### config.mk
export PLATFORM = sky130hd
export DESIGN_NAME = ws2812_frame_ctl
export DESIGN_NICKNAME = d
export VERILOG_FILES = /design/src/rtl/ws2812_pkg.sv /design/src/rtl/ws2812_frame_ctl_pixel_ptr.sv /design/src/rtl/ws2812_frame_ctl.sv
export SDC_FILE = /design/constraint.sdc
export NUM_CORES = 1
export LEC_CHECK = 0
export CORE_MARGIN = 2
export CORE_UTILIZATION = 45
export CTS_CLUSTER_DIAMETER = 200
export DETAILED_ROUTE_END_ITERATION = 12
export DONT_BUFFER_PORTS = 1
export HOLD_SLACK_MARGIN = 0.15
export PLACE_DENSITY = 0.64
export SLEW_MARGIN = 10
export SYNTH_ARGS = -nofsm -noshare
export SYNTH_HDL_FRONTEND = slang
export SYNTH_SLANG_ARGS = --single-unit
### constraint.sdc
create_clock -name clk_in -period 2.5 [get_ports clk_in]
set_input_delay 0.75 -clock clk_in [delete_from_list [all_inputs] [get_ports clk_in]]
set_output_delay 0.75 -clock clk_in [all_outputs]
set_load 0.03 [all_outputs]
### src/rtl/ws2812_pkg.sv
// Shared opcodes, controller states and colour-byte counts for the WS2812 frame controller.
package ws2812_pkg;

    localparam logic [7:0] CMD_SHOW  = 8'h29;
    localparam logic [7:0] CMD_MASK  = 8'h2A;
    localparam logic [7:0] CMD_ADDR  = 8'h2B;
    localparam logic [7:0] CMD_WRITE = 8'h2C;
    localparam logic [7:0] CMD_MODE  = 8'h2D;

    localparam int BYTES_RGB  = 3;
    localparam int BYTES_RGBW = 4;

    typedef enum logic [2:0] {
        S_IDLE,
        S_ARG_MASK,
        S_ARG_ADDR,
        S_ARG_MODE,
        S_WRITE
    } ctl_state_e;

endpackage

### src/rtl/ws2812_frame_ctl_pixel_ptr.sv
// LED pointer and one-hot colour-byte select; load, clear and mode-dependent wrap.
// Outputs are registered; a load or clear takes effect for the following write.
module pixel_ptr
    import ws2812_pkg::*;
#(
    parameter int LEDS   = 64,
    parameter int ADDR_W = $clog2(LEDS),
    parameter int LOAD_W = 8
) (
    input  logic              clk_i,
    input  logic              rst_n_i,
    input  logic              clr_i,
    input  logic              load_i,
    input  logic [LOAD_W-1:0] load_val_i,
    input  logic              adv_i,
    input  logic              rgbw_i,
    output logic [ADDR_W-1:0] ptr_o,
    output logic [3:0]        sel_o
);

    logic [ADDR_W-1:0] ptr_q, ptr_d;
    logic [3:0]        sel_q, sel_d;
    logic              last_sel;

    always_ff @(posedge clk_i or negedge rst_n_i) begin
        if (!rst_n_i) begin
            ptr_q <= '0;
            sel_q <= 4'b0001;
        end else begin
            ptr_q <= ptr_d;
            sel_q <= sel_d;
        end
    end

    always_comb begin
        ptr_d    = ptr_q;
        sel_d    = sel_q;
        last_sel = rgbw_i ? sel_q[BYTES_RGBW-1] : sel_q[BYTES_RGB-1];
        if (clr_i) begin
            ptr_d = '0;
            sel_d = 4'b0001;
        end else if (load_i) begin
            // Out-of-range addresses fall back to LED 0 rather than aliasing.
            if ({{(32-LOAD_W){1'b0}}, load_val_i} >= 32'(LEDS))
                ptr_d = '0;
            else
                ptr_d = load_val_i[ADDR_W-1:0];
            sel_d = 4'b0001;
        end else if (adv_i) begin
            if (last_sel) begin
                sel_d = 4'b0001;
                ptr_d = (ptr_q == ADDR_W'(LEDS-1)) ? '0 : ptr_q + 1'b1;
            end else begin
                sel_d = sel_q << 1;
            end
        end
    end

    assign ptr_o = ptr_q;
    assign sel_o = sel_q;

endmodule

### src/rtl/ws2812_frame_ctl.sv
// Decodes the SPI command/data byte stream into per-channel pixel-buffer writes and a frame-ready pulse.
// All outputs registered, one cycle after byte_rdy_in; accepts one byte per cycle, no backpressure.
module ws2812_frame_ctl
    import ws2812_pkg::*;
#(
    parameter int CHANNELS = 8,
    parameter int LEDS     = 64
) (
    input  logic                     clk_in,
    input  logic                     rst_n_in,
    input  logic                     dc_in,
    input  logic                     byte_rdy_in,
    input  logic [7:0]               byte_data_in,
    output logic                     frame_rdy_out,
    output logic [CHANNELS-1:0]      wr_en_out,
    output logic [$clog2(LEDS)-1:0]  wr_addr_out,
    output logic [3:0]               byte_sel_out,
    output logic [7:0]               wr_data_out,
    output logic                     rgbw_out
);

    localparam int ADDR_W     = $clog2(LEDS);
    localparam int MASK_BYTES = (CHANNELS + 7) / 8;
    localparam int ADDR_BYTES = (ADDR_W + 7) / 8;
    localparam int SH_BYTES   = (MASK_BYTES > ADDR_BYTES) ? MASK_BYTES : ADDR_BYTES;
    localparam int SH_W       = SH_BYTES * 8;

    ctl_state_e          state_q, state_d;
    logic [2:0]          cnt_q, cnt_d;
    logic [SH_W-1:0]     shadow_q, shadow_d, shadow_ins;
    logic [CHANNELS-1:0] mask_q, mask_d;
    logic                rgbw_q, rgbw_d;
    logic [CHANNELS-1:0] wr_en_q, wr_en_d;
    logic [ADDR_W-1:0]   addr_q, addr_d;
    logic [3:0]          sel_q, sel_d;
    logic [7:0]          data_q, data_d;
    logic                frame_q, frame_d;

    logic                ptr_clr, ptr_load, ptr_adv;
    logic [ADDR_W-1:0]   ptr;
    logic [3:0]          sel;

    pixel_ptr #(
        .LEDS   (LEDS),
        .ADDR_W (ADDR_W),
        .LOAD_W (ADDR_BYTES*8)
    ) u_pixel_ptr (
        .clk_i      (clk_in),
        .rst_n_i    (rst_n_in),
        .clr_i      (ptr_clr),
        .load_i     (ptr_load),
        .load_val_i (shadow_ins[ADDR_BYTES*8-1:0]),
        .adv_i      (ptr_adv),
        .rgbw_i     (rgbw_q),
        .ptr_o      (ptr),
        .sel_o      (sel)
    );

    always_ff @(posedge clk_in or negedge rst_n_in) begin
        if (!rst_n_in) begin
            state_q  <= S_IDLE;
            cnt_q    <= '0;
            shadow_q <= '0;
            mask_q   <= '1;
            rgbw_q   <= 1'b0;
            wr_en_q  <= '0;
            addr_q   <= '0;
            sel_q    <= '0;
            data_q   <= '0;
            frame_q  <= 1'b0;
        end else begin
            state_q  <= state_d;
            cnt_q    <= cnt_d;
            shadow_q <= shadow_d;
            mask_q   <= mask_d;
            rgbw_q   <= rgbw_d;
            wr_en_q  <= wr_en_d;
            addr_q   <= addr_d;
            sel_q    <= sel_d;
            data_q   <= data_d;
            frame_q  <= frame_d;
        end
    end

    always_comb begin
        state_d    = state_q;
        cnt_d      = cnt_q;
        shadow_d   = shadow_q;
        mask_d     = mask_q;
        rgbw_d     = rgbw_q;
        wr_en_d    = '0;
        addr_d     = addr_q;
        sel_d      = sel_q;
        data_d     = data_q;
        frame_d    = 1'b0;
        ptr_clr    = 1'b0;
        ptr_load   = 1'b0;
        ptr_adv    = 1'b0;
        // Argument bytes land in the shadow; live registers change only on the final byte.
        shadow_ins = shadow_q;
        shadow_ins[cnt_q*8 +: 8] = byte_data_in;

        if (byte_rdy_in && !dc_in) begin
            cnt_d    = '0;
            shadow_d = '0;
            case (byte_data_in)
                CMD_MASK:  state_d = S_ARG_MASK;
                CMD_ADDR:  state_d = S_ARG_ADDR;
                CMD_MODE:  state_d = S_ARG_MODE;
                CMD_WRITE: state_d = S_WRITE;
                CMD_SHOW: begin
                    frame_d = 1'b1;
                    ptr_clr = 1'b1;
                    state_d = S_IDLE;
                end
                default:   state_d = S_IDLE;
            endcase
        end else if (byte_rdy_in) begin
            case (state_q)
                S_ARG_MASK: begin
                    if (cnt_q == 3'(MASK_BYTES-1)) begin
                        mask_d  = shadow_ins[CHANNELS-1:0];
                        state_d = S_IDLE;
                    end else begin
                        shadow_d = shadow_ins;
                        cnt_d    = cnt_q + 1'b1;
                    end
                end
                S_ARG_ADDR: begin
                    if (cnt_q == 3'(ADDR_BYTES-1)) begin
                        ptr_load = 1'b1;
                        state_d  = S_IDLE;
                    end else begin
                        shadow_d = shadow_ins;
                        cnt_d    = cnt_q + 1'b1;
                    end
                end
                S_ARG_MODE: begin
                    rgbw_d  = byte_data_in[0];
                    ptr_clr = 1'b1;
                    state_d = S_IDLE;
                end
                S_WRITE: begin
                    wr_en_d = mask_q;
                    addr_d  = ptr;
                    sel_d   = sel;
                    data_d  = byte_data_in;
                    ptr_adv = 1'b1;
                end
                default: ;
            endcase
        end
    end

    assign frame_rdy_out = frame_q;
    assign wr_en_out     = wr_en_q;
    assign wr_addr_out   = addr_q;
    assign byte_sel_out  = sel_q;
    assign wr_data_out   = data_q;
    assign rgbw_out      = rgbw_q;

endmodule
==> metrics <==
Pins Over Slew Limit=0; drt first-iter violations=161; Synth cell types=51; highest clock rate=434 MHz; Clock Power Share=46.0%; synthesized area=2820 um2; Pint=1620 uW; crit start category=register; Detail Route Antenna Nets=0; worst endpoint required time=2720 ps; CTS sink count=60; clock slew at reported path FFs=70 ps; antenna cells=0; Synth top area share=45.3%; Avg Inst Size Synth=9.96 um2; Routed WL=6320 um; DR WL/cell=17.2 um; Yosys reg bits=60; Die W=83.1 um; Total GRT Usage=19.7%; TNS Setup=0 ps; Synth area leaders=dfrtp_1 (45%), nand2_1 (9.2%), dfstp_2 (8.4%); clock skew=9.16 ps; Seq/Total Area, Yosys=53.7%; data arrival time of the critical path=2530 ps; CTS tree=done; Chip Height=83.1 um; DRT Pass-1 Iters=4; core area=5990 um2; share of cells above drive strength 1=14.0%; total congestion overflow=0; PortBufs=0; Initial Utilization=47.1%; number of vias per cell=5.74; run status=finished clean; IO Count=40; # rows=28; Die ar.=6910 um2; FFs w/ async S/R, synth=100%; detailed placement HPWL=4440 um; cell family with most CP delay=compound AO/OA/AOI/OAI gates; YS warnings=0; Tcrit/Tclk final=92.2%; maximum buffer depth of the clock tree=2; Switching Fraction=21.6%; Final setup violation count=0; Vias=2112; Mapped Cells=283; fin nets=304; Layout area overhead=12.2%; Slew headroom=61.5%; Leakage=0.00151 uW; critical path's slowest cell=or4b_4; RSZ-0062 raised after global routing=no; count of final hold-check violations=0; pin count of the biggest net entering global routing=52; leading area contributor after synthesis=dfrtp_1; CTS Buf Count=9; H-tree levels=3; Placed Area=2900 um2; insertion delay to the later sink of the worst-skew pair=330 ps; ys flop type=dfrtp_1; Logic pwr share=4.1%; VDD IR-drop max=0.000438 V; initial antenna violation count=0; endpoint class of the critical path=register; Post-synth EDFFs=0; Psw=446 uW; gp weighted congestion=0.902; Setup CP Type=register to register; first-pass GRT wire length=10800 um; clock root buffer master=clkbuf_8; CP Max Fanout=9; critical-path cell list=inv_1 > ha_1 > ha_1 > or4b_4 > o21ai_1 > o21ai_1 > a221o_1; maxcap violations=0; Worst Hold Class=primary input to asynchronous set/reset pin; pwr dens=652 nW/um2; post-route minimum period=2310 ps; Remaining DRCs=0; worst slew pin tran=574 ps; buffers plus inverters on the worst setup path=1; syn_nets=299; crit-path max cell delay=580 ps; fin area=3160 um2; vias in the first global route=2097; sequential share of power=49.9%
-- cells in the mapped netlist, types with 2 or more instances --
master / number
a21oi_1: 13
a221o_1: 3
a32o_1: 3
and2_1: 4
and3_1: 8
clkbuf_1: 10
dfrtp_1: 51
dfstp_2: 9
ha_1: 4
inv_1: 10
mux2_1: 3
mux2_2: 2
nand2_1: 69
nand3_1: 9
nand4b_1: 3
nor2_1: 8
nor3_1: 3
nor3_2: 2
nor3b_1: 2
nor4_1: 3
nor4b_1: 4
o21a_1: 2
o21ai_0: 6
o21ai_1: 13
o22ai_1: 3
o2bb2ai_1: 5
or2_1: 2
or2_2: 2
or4b_1: 3
xor2_1: 3
-- power by group through the flow --
| stage | Combinational [uW] | Clock [uW] | Sequential [uW] |
|---|---|---|---|
| after global placement | 62.5 | 0 | 1050 |
| after CTS | 85.6 | 975 | 1030 |
| after global routing | 96.5 | 1030 | 1030 |
| final | 84.1 | 949 | 1030 |
| after floorplan | 52.5 | 0 | 1040 |
| after detailed placement | 63.8 | 0 | 1050 |
-- cell type report --
class                           instances  area [um2]
Sequential cell                        60        1510
Clock buffer                           11         141
Timing Repair Buffer                    5        57.6
Multi-Input combinational cell        202        1240
Fill cell                             552        2830
Clock inverter                          5        75.1
Inverter                               10        37.5
Tap cell                               75        93.8
-- metrics by stage --
step / total power (uW) / worst slack (ps) / cells / utilization [%] / hold WS [ps]
floorplan: 1090 / 364 / 283 / - / 441
detailed placement: 1110 / 169 / 351 / 48.4 / 452
global route: 2160 / 59.6 / 368 / 52.8 / 225
global placement: 1110 / 248 / 351 / 48.4 / 454
CTS: 2090 / 162 / 368 / 52.5 / 239
finish: 2060 / 195 / 368 / 52.8 / 256
-- registers in the layout, indices dropped and copies added, names as in the netlist --
signal	flops
u_pixel_ptr.sel_o	4
wr_addr_out	6
wr_en_out	8
wr_data_out	8
byte_sel_out	4
u_pixel_ptr.ptr_o	6
mask_q	8
frame_rdy_out	1
state_q	3
cnt_q	3
rgbw_out	1
shadow_q	8
-- kinds of logic (layout without fill, tap and decap cells) --
logic type,count (synthesis),count (layout),synth area share [%]
and+or+nand+nor,132,132,25.1
DFF,60,60,53.7
AOI/OAI and AO/OA,56,56,13.0
buffers and inverters,21,31,2.84
muxes,6,6,2.35
adders and majority gates,4,4,1.78
xor gates and xnor gates,4,4,1.24
-- final timing paths --
path	startpoint	end	slack, ps	cells after the start
max in group asynchronous	rst_n_in	shadow_q[7]$_DFFE_PN0P_	2010	1
worst min-delay path	rst_n_in	mask_q[1]$_DFFE_PN1P_	260	0
worst max-delay path	cnt_q[0]$_DFFE_PN0P_	u_pixel_ptr.ptr_o[0]$_DFFE_PN0P_	190	7
worst max register to register	cnt_q[0]$_DFFE_PN0P_	u_pixel_ptr.ptr_o[0]$_DFFE_PN0P_	190	7
worst min register to register	mask_q[2]$_DFFE_PN1P_	mask_q[2]$_DFFE_PN1P_	460	2
min in group clk_in	mask_q[2]$_DFFE_PN1P_	mask_q[2]$_DFFE_PN1P_	460	2
-- layout by cell type, fill, tap and decap left out, types with 4 or more instances in the layout --
cell,n
ha_1,4
nor2_1,8
nand2_1,69
inv_1,10
and2_1,4
a21oi_1,13
dfstp_2,9
clkbuf_8,10
o2bb2ai_1,5
buf_4,4
and3_1,8
o21ai_1,13
nor4b_1,4
nand3_1,9
o21ai_0,6
dfrtp_1,51
-- per-layer routing --
| metal | track usage [%] | routed length (um) | up-vias | share of wire (%) |
|---|---|---|---|---|
| li1 | - | - | 1018 | - |
| met1 | 26.4 | 2940 | 1027 | 46 |
| met2 | 29.8 | 2980 | 54 | 47 |
| met3 | 6.56 | 280 | 13 | 4.4 |
| met4 | 7.30 | 120 | 0 | 1.9 |
| met5 | 0 | 0 | - | 0 |
-- timing repair --
action | 4_1_cts | 5_1_grt
setup buffers | 0 | 0
setup endpoints to repair | 0 | 5
gates resized for setup | 0 | 3
hold buffers | 1 | 0
endpoints found under the hold margin | 51 | 0
Note: power is estimated with default switching activity, not from simulation.
